===== src/rtl/core_pkg.sv =====
// -----------------------------------------------------------------------------
// core_pkg
// Types and constants shared by the multicycle core blocks.
//   mem_arb_state_t : sequencing states of the unified memory port
//   mem_owner_t     : which requester currently owns the memory port
//   MEM_LATENCY_MAX : largest memory read latency the port sequencer supports
//   MEM_CNT_W       : width of a counter able to hold 0..MEM_LATENCY_MAX
// -----------------------------------------------------------------------------
package core_pkg;

    typedef enum logic [1:0] {
        IDLE  = 2'd0,
        ISSUE = 2'd1,
        WAIT  = 2'd2,
        RESP  = 2'd3
    } mem_arb_state_t;

    typedef enum logic {
        OWN_FETCH = 1'b0,
        OWN_DATA  = 1'b1
    } mem_owner_t;

    localparam int MEM_LATENCY_MAX = 4;
    localparam int MEM_CNT_W       = $clog2(MEM_LATENCY_MAX + 1);

    // Instruction fetches must be word aligned.
    function automatic logic is_word_aligned(input logic [1:0] byte_off);
        return (byte_off == 2'b00);
    endfunction

endpackage : core_pkg


===== src/rtl/mem_port_arbiter.sv =====
// -----------------------------------------------------------------------------
// mem_port_arbiter
// Sequences the single unified memory port between instruction fetch and
// data load/store. Every output is a register; the combinational process
// computes next-state and next-output values together, so each output
// changes on the same edge as the state it belongs to.
//
// Ports
//   clk, rst_n            clock (rising edge), synchronous active-low reset
//   fetch_req/fetch_addr  fetch request and byte address (pc)
//   fetch_ack             one-cycle pulse, instruction valid on mem_rd (inst_en)
//   fetch_misaligned      one-cycle pulse, fetch_addr[1:0] != 0, no access made
//   data_req/data_we      load/store request, 1 = store
//   data_addr/wd/wmask    data byte address, store data, store byte mask
//   data_ack              one-cycle pulse, load data valid / store committed
//   busy                  high in every state except IDLE
//   mem_addr/wd/wmask     registered memory address, write data, byte mask
//   mem_we/mem_re         registered write / read enables
// -----------------------------------------------------------------------------
module mem_port_arbiter #(
    parameter int LATENCY = 1,   // read latency, mem_re sampled -> mem_rd valid (1..4)
    parameter int ADDR_W  = 32
) (
    input  logic              clk,
    input  logic              rst_n,
    input  logic              fetch_req,
    input  logic [ADDR_W-1:0] fetch_addr,
    output logic              fetch_ack,
    output logic              fetch_misaligned,
    input  logic              data_req,
    input  logic              data_we,
    input  logic [ADDR_W-1:0] data_addr,
    input  logic [31:0]       data_wd,
    input  logic [3:0]        data_wmask,
    output logic              data_ack,
    output logic              busy,
    output logic [ADDR_W-1:0] mem_addr,
    output logic [31:0]       mem_wd,
    output logic [3:0]        mem_wmask,
    output logic              mem_we,
    output logic              mem_re
);

    import core_pkg::*;

    // -------------------------------------------------------------------------
    // State and bookkeeping registers
    // -------------------------------------------------------------------------
    mem_arb_state_t         r_state;
    mem_owner_t             r_owner;        // requester being / last served
    logic                   r_misaligned;   // current fetch was rejected
    logic                   r_is_store;     // current access is a store
    logic                   r_mask_last;    // first IDLE cycle after RESP
    logic [MEM_CNT_W-1:0]   r_wait_cnt;

    // Registered outputs
    logic                   r_fetch_ack;
    logic                   r_fetch_mis;
    logic                   r_data_ack;
    logic                   r_busy;
    logic [ADDR_W-1:0]      r_mem_addr;
    logic [31:0]            r_mem_wd;
    logic [3:0]             r_mem_wmask;
    logic                   r_mem_we;
    logic                   r_mem_re;

    // Next-state / next-output values
    mem_arb_state_t         w_next_state;
    mem_owner_t             w_owner;
    logic                   w_misaligned;
    logic                   w_is_store;
    logic                   w_fetch_ack;
    logic                   w_fetch_mis;
    logic                   w_data_ack;
    logic                   w_busy;
    logic [ADDR_W-1:0]      w_mem_addr;
    logic [31:0]            w_mem_wd;
    logic [3:0]             w_mem_wmask;
    logic                   w_mem_we;
    logic                   w_mem_re;

    // Request qualification. The requester just served may still hold its
    // req high during the first IDLE cycle after RESP, so it is ignored
    // there; the other requester is not, which lets data -> fetch run
    // back-to-back.
    logic                   w_data_ok;
    logic                   w_fetch_ok;

    assign w_data_ok  = data_req  && !(r_mask_last && (r_owner == OWN_DATA));
    assign w_fetch_ok = fetch_req && !(r_mask_last && (r_owner == OWN_FETCH));

    // -------------------------------------------------------------------------
    // Next-state and next-output logic
    // -------------------------------------------------------------------------
    always_comb begin
        // NOTE: every signal driven here gets a default first, so no path
        // through the case statement can leave one unassigned and infer a latch.
        w_next_state = r_state;
        w_owner      = r_owner;
        w_misaligned = r_misaligned;
        w_is_store   = r_is_store;
        w_mem_addr   = r_mem_addr;
        w_mem_wd     = r_mem_wd;
        w_mem_wmask  = '0;
        w_mem_we     = 1'b0;
        w_mem_re     = 1'b0;

        unique case (r_state)
            IDLE: begin
                // Data wins: a pending data access belongs to the
                // instruction already in flight.
                if (w_data_ok) begin
                    w_next_state = ISSUE;
                    w_owner      = OWN_DATA;
                    w_misaligned = 1'b0;
                    w_is_store   = data_we;
                    w_mem_addr   = data_addr;
                    w_mem_wd     = data_wd;
                    w_mem_wmask  = data_we ? data_wmask : 4'b0000;
                    w_mem_we     = data_we;
                    w_mem_re     = ~data_we;
                end else if (w_fetch_ok) begin
                    w_owner    = OWN_FETCH;
                    w_is_store = 1'b0;
                    if (is_word_aligned(fetch_addr[1:0])) begin
                        w_next_state = ISSUE;
                        w_misaligned = 1'b0;
                        w_mem_addr   = {fetch_addr[ADDR_W-1:2], 2'b00};
                        w_mem_re     = 1'b1;
                    end else begin
                        // Rejected fetch: no memory access, report at once.
                        w_next_state = RESP;
                        w_misaligned = 1'b1;
                    end
                end
            end

            ISSUE: begin
                if (r_is_store || (LATENCY <= 1)) begin
                    w_next_state = RESP;
                end else begin
                    w_next_state = WAIT;
                end
            end

            WAIT: begin
                if (r_wait_cnt <= MEM_CNT_W'(1)) begin
                    w_next_state = RESP;
                end
            end

            RESP: begin
                w_next_state = IDLE;
            end

            default: begin
                w_next_state = IDLE;
            end
        endcase

        // Acks are registered alongside the state, so they are high exactly
        // while the FSM sits in RESP.
        w_busy      = (w_next_state != IDLE);
        w_fetch_ack = (w_next_state == RESP) && (w_owner == OWN_FETCH) && !w_misaligned;
        w_fetch_mis = (w_next_state == RESP) && (w_owner == OWN_FETCH) &&  w_misaligned;
        w_data_ack  = (w_next_state == RESP) && (w_owner == OWN_DATA);
    end

    // -------------------------------------------------------------------------
    // State and output registers
    // -------------------------------------------------------------------------
    always_ff @(posedge clk) begin
        // NOTE: sequential state uses non-blocking assignments so every
        // register samples the pre-edge values regardless of statement order.
        if (!rst_n) begin
            r_state      <= IDLE;
            r_owner      <= OWN_FETCH;
            r_misaligned <= 1'b0;
            r_is_store   <= 1'b0;
            r_mask_last  <= 1'b0;
            r_fetch_ack  <= 1'b0;
            r_fetch_mis  <= 1'b0;
            r_data_ack   <= 1'b0;
            r_busy       <= 1'b0;
            r_mem_addr   <= '0;
            r_mem_wd     <= '0;
            r_mem_wmask  <= '0;
            r_mem_we     <= 1'b0;
            r_mem_re     <= 1'b0;
        end else begin
            r_state      <= w_next_state;
            r_owner      <= w_owner;
            r_misaligned <= w_misaligned;
            r_is_store   <= w_is_store;
            r_mask_last  <= (r_state == RESP);
            r_fetch_ack  <= w_fetch_ack;
            r_fetch_mis  <= w_fetch_mis;
            r_data_ack   <= w_data_ack;
            r_busy       <= w_busy;
            r_mem_addr   <= w_mem_addr;
            r_mem_wd     <= w_mem_wd;
            r_mem_wmask  <= w_mem_wmask;
            r_mem_we     <= w_mem_we;
            r_mem_re     <= w_mem_re;
        end
    end

    // -------------------------------------------------------------------------
    // WAIT down-counter: loaded with LATENCY-1 on the ISSUE -> WAIT edge and
    // decremented each WAIT cycle; WAIT exits when it would reach zero, so
    // the FSM spends exactly LATENCY-1 cycles there.
    // -------------------------------------------------------------------------
    always_ff @(posedge clk) begin
        if (!rst_n) begin
            r_wait_cnt <= '0;
        end else if ((r_state == ISSUE) && (w_next_state == WAIT)) begin
            r_wait_cnt <= MEM_CNT_W'(LATENCY - 1);
        end else if (r_state == WAIT) begin
            r_wait_cnt <= r_wait_cnt - MEM_CNT_W'(1);
        end
    end

    // -------------------------------------------------------------------------
    // Outputs
    // -------------------------------------------------------------------------
    assign fetch_ack        = r_fetch_ack;
    assign fetch_misaligned = r_fetch_mis;
    assign data_ack         = r_data_ack;
    assign busy             = r_busy;
    assign mem_addr         = r_mem_addr;
    assign mem_wd           = r_mem_wd;
    assign mem_wmask        = r_mem_wmask;
    assign mem_we           = r_mem_we;
    assign mem_re           = r_mem_re;

endmodule : mem_port_arbiter


===== config.mk =====
export PLATFORM = sky130hd
export DESIGN_NAME = mem_port_arbiter
export DESIGN_NICKNAME = d
export VERILOG_FILES = /design/src/rtl/core_pkg.sv /design/src/rtl/mem_port_arbiter.sv
export SDC_FILE = /design/constraint.sdc
export NUM_CORES = 1
export LEC_CHECK = 0
export BUFFER_PORTS_ARGS = -buffer_cell sky130_fd_sc_hd__buf_2
export CORE_ASPECT_RATIO = 2
export CORE_UTILIZATION = 31
export CTS_CLUSTER_SIZE = 25
export DETAILED_ROUTE_END_ITERATION = 8
export PLACE_DENSITY = 0.65
export SLEW_MARGIN = 15
export SYNTH_ARGS = -nofsm -noshare
export SYNTH_HDL_FRONTEND = slang
export SYNTH_SLANG_ARGS = --single-unit

===== constraint.sdc =====
create_clock -name clk -period 2.1 [get_ports clk]
set_input_delay 0.105 -clock clk [delete_from_list [all_inputs] [get_ports clk]]
set_output_delay 0.105 -clock clk [all_outputs]
set_load 0.02 [all_outputs]

==> flow_metrics.tcl <==
set metrics [dict create \
    syn_nets 476 \
    cts_root_buf "clkbuf_16" \
    first_pass_iters 4 \
    slew_headroom_pct 54.4 \
    cts_resized 0 \
    min_period_ns 1.92 \
    drc 0 \
    port_buffers 178 \
    finalSetupTns_ns 0 \
    syn_area_um2 3300 \
    ioPinCount 179 \
    row_count 53 \
    seq_power_share_pct 39.4 \
    max_clock_freq_ghz 0.522 \
    cts.htree.levels 3 \
    cts_sinks 82 \
    ys_types 36 \
    irDropWorstVdd_v 0.000423 \
    critPathLaunchType "flop" \
    switching_share_pct 35.9 \
    p_per_area_nw_per_um2 1090 \
    die_h_um 148 \
    vias_per_cell 4.67 \
    fin_nets 653 \
    intPower_mw 3.26 \
    drtIter0Drc 98 \
    grt_max_degree 36 \
    drive_gt1_share_pct 38.3 \
    cts_tree "built" \
    synth_area_per_cell_um2 9.04 \
    area_growth_syn_to_layout_pct 41.2 \
    ant_nets 0 \
    most-common-layout-cells "buf_2, dfxtp_1, nand2_1" \
    routed_wl_um 8820 \
    switching_power_mw 1.83 \
    insertion_delay_ns 0.33 \
    crit_path_max_fanout 6 \
    vias 3193 \
    clkTransAtPathRegs_ns 0.06 \
    grt_pass1_vias 2994 \
    synth-warning-count 0 \
    cap_violations 0 \
    die-area_um2 11100 \
    start_util_pct 31.7 \
    cts_hold_buf 6 \
    drv_slew 0 \
    arrival_ns 2.16 \
    p_leak_nw 2.22 \
    share_comb_of_total_power_pct 33.7 \
    required_ns 2.35 \
    cts_setup_buffers 0 \
    tightest_slew_ns 0.682 \
    rsz0062_at_grt "no" \
    dp.cells 662 \
    ys_ff_latch 82 \
    core_um2 10400 \
    hold_ws_ns 0.0122 \
    ys_seq_area_share_pct 49.7 \
    numCtsBuffers 9 \
    layout.cells.most_common "buf_2" \
    synth_cells 365 \
    critPathCaptureType "flop" \
    finalHoldViolCount 0 \
    setup_viol 0 \
    final.fill_count 1030 \
    cts_buffer_depth 2 \
    dp_hpwl_um 6590 \
    path_class "flop to flop" \
    diodes 0 \
    grt_pass1_wl_um 13500 \
    fp.dieW_um 75.0 \
    final_cells 683 \
    fin_crit_sh_pct 91.2 \
    clock_power_share_pct 26.9 \
    gp_congestion 0.804 \
    drt-wirelength-per-cell_um 12.9 \
    fin_skew_ns 0.00572 \
    grt_usage_pct 16.0 \
    hold_class "primary input to flop" \
    grt-ovfl-total 0 \
    antenna_found_initial 0 \
    status "complete, no violations" \
]
==> sequential cells by signal (all words and copies together) (netlist names) <==
signal            cells
mem_addr             32
mem_wd               32
mem_wmask             4
r_wait_cnt            3
r_state               2
busy                  1
data_ack              1
fetch_ack             1
fetch_misaligned      1
mem_re                1
mem_we                1
r_mask_last           1
r_misaligned          1
r_owner               1
==> synth_stat cells, drive strengths merged <==
| cell | number | area (µm²) |
|---|---|---|
| nor3b | 2 | 15.0 |
| a21boi | 2 | 15.0 |
| a22o | 1 | 8.76 |
| nor3 | 1 | 5.00 |
| o22ai | 1 | 6.26 |
| o31ai | 1 | 7.51 |
| dfxtp | 82 | 1640 |
| inv | 8 | 30.0 |
| buf | 12 | 57.6 |
| a21oi | 67 | 335 |
| o211ai | 1 | 7.51 |
| or3b | 1 | 8.76 |
| mux2i | 31 | 310 |
| and2 | 7 | 43.8 |
| and4 | 1 | 8.76 |
| nand3 | 1 | 5.00 |
| a211o | 1 | 8.76 |
| nor4bb | 1 | 10.0 |
| xor2 | 1 | 8.76 |
| and3 | 1 | 6.26 |
| ha | 6 | 75.1 |
| nand2 | 73 | 274 |
| nor4b | 1 | 15.0 |
| o21ai | 3 | 15.0 |
| o31a | 1 | 8.76 |
| clkbuf | 16 | 60.1 |
| nor2 | 3 | 11.3 |
| a2111o | 1 | 11.3 |
| a211oi | 34 | 255 |
| or4 | 1 | 7.51 |
| nand2b | 1 | 6.26 |
| xnor2 | 1 | 8.76 |
| nor4 | 1 | 12.5 |
==> worst max-delay path: stages, from the launching register on <==
cell	delay, ns
dfxtp_1	0.36
inv_1	0.13
ha_1	0.29
or3b_2	0.47
a21oi_1	0.15
nand3_1	0.20
nor4b_2	0.24
==> worst paths after layout <==
kind | startpoint | end | slack (ns) | cells after the start
max | r_state[0] | fetch_ack | 0.18 | 6
min | data_wd[11] | mem_wd[11] | 0.01 | 3
max reg2reg | r_state[0] | fetch_ack | 0.18 | 6
min reg2reg | mem_wd[7] | mem_wd[7] | 0.45 | 2
==> power groups by stage <==
stage          registers [mW]  logic, mW  clock network [mW]
6_report                 2.00       1.72                1.37
5_1_grt                  2.04       1.88                1.48
4_1_cts                  2.01       1.74                1.42
3_5_place_dp             2.04       1.73                   0
3_3_place_gp             2.03       1.69                   0
2_1_floorplan            2.34      0.835                   0
==> through the flow <==
stage	area [µm²]	total power [mW]	setup WS (ns)	util, %
5_1_grt	4660	5.41	0.0244	44.8
4_1_cts	4650	5.17	0.0409	44.7
6_report	4660	5.09	0.184	44.8
3_3_place_gp	4330	3.72	0.116	41.6
2_1_floorplan	3300	3.17	0.384	-
3_5_place_dp	4330	3.77	-0.0103	41.6
==> area by class of cell <==
class                   instances  area [µm²]  area share (%)
clock buffers                   9         225            4.83
well taps                     137         171            3.68
clock inverters                 6        35.0           0.752
multi-input cells             247        1530            32.8
inverters                       8        30.0           0.644
repair buffers                194        1030            22.0
flip-flops and latches         82        1640            35.2
==> per-layer routing <==
metal  wire, µm  vias to the layer above  GRT usage [%]
li1           -                     1633              -
met1       3160                     1430           15.1
met2       4920                      116           30.7
met3        534                       14           3.95
met4        209                        0           7.17
met5          0                        -              0
==> kinds of logic after synthesis <==
group	after synthesis	synth area share, %
compound gates	113	20.6
simple gates	95	13.0
flops	82	49.7
xor+xnor	2	0.531
buf+inv	36	4.47
mux	31	9.40
fa+ha+maj	6	2.27
No activity file was read; power rests on OpenSTA's default activity.
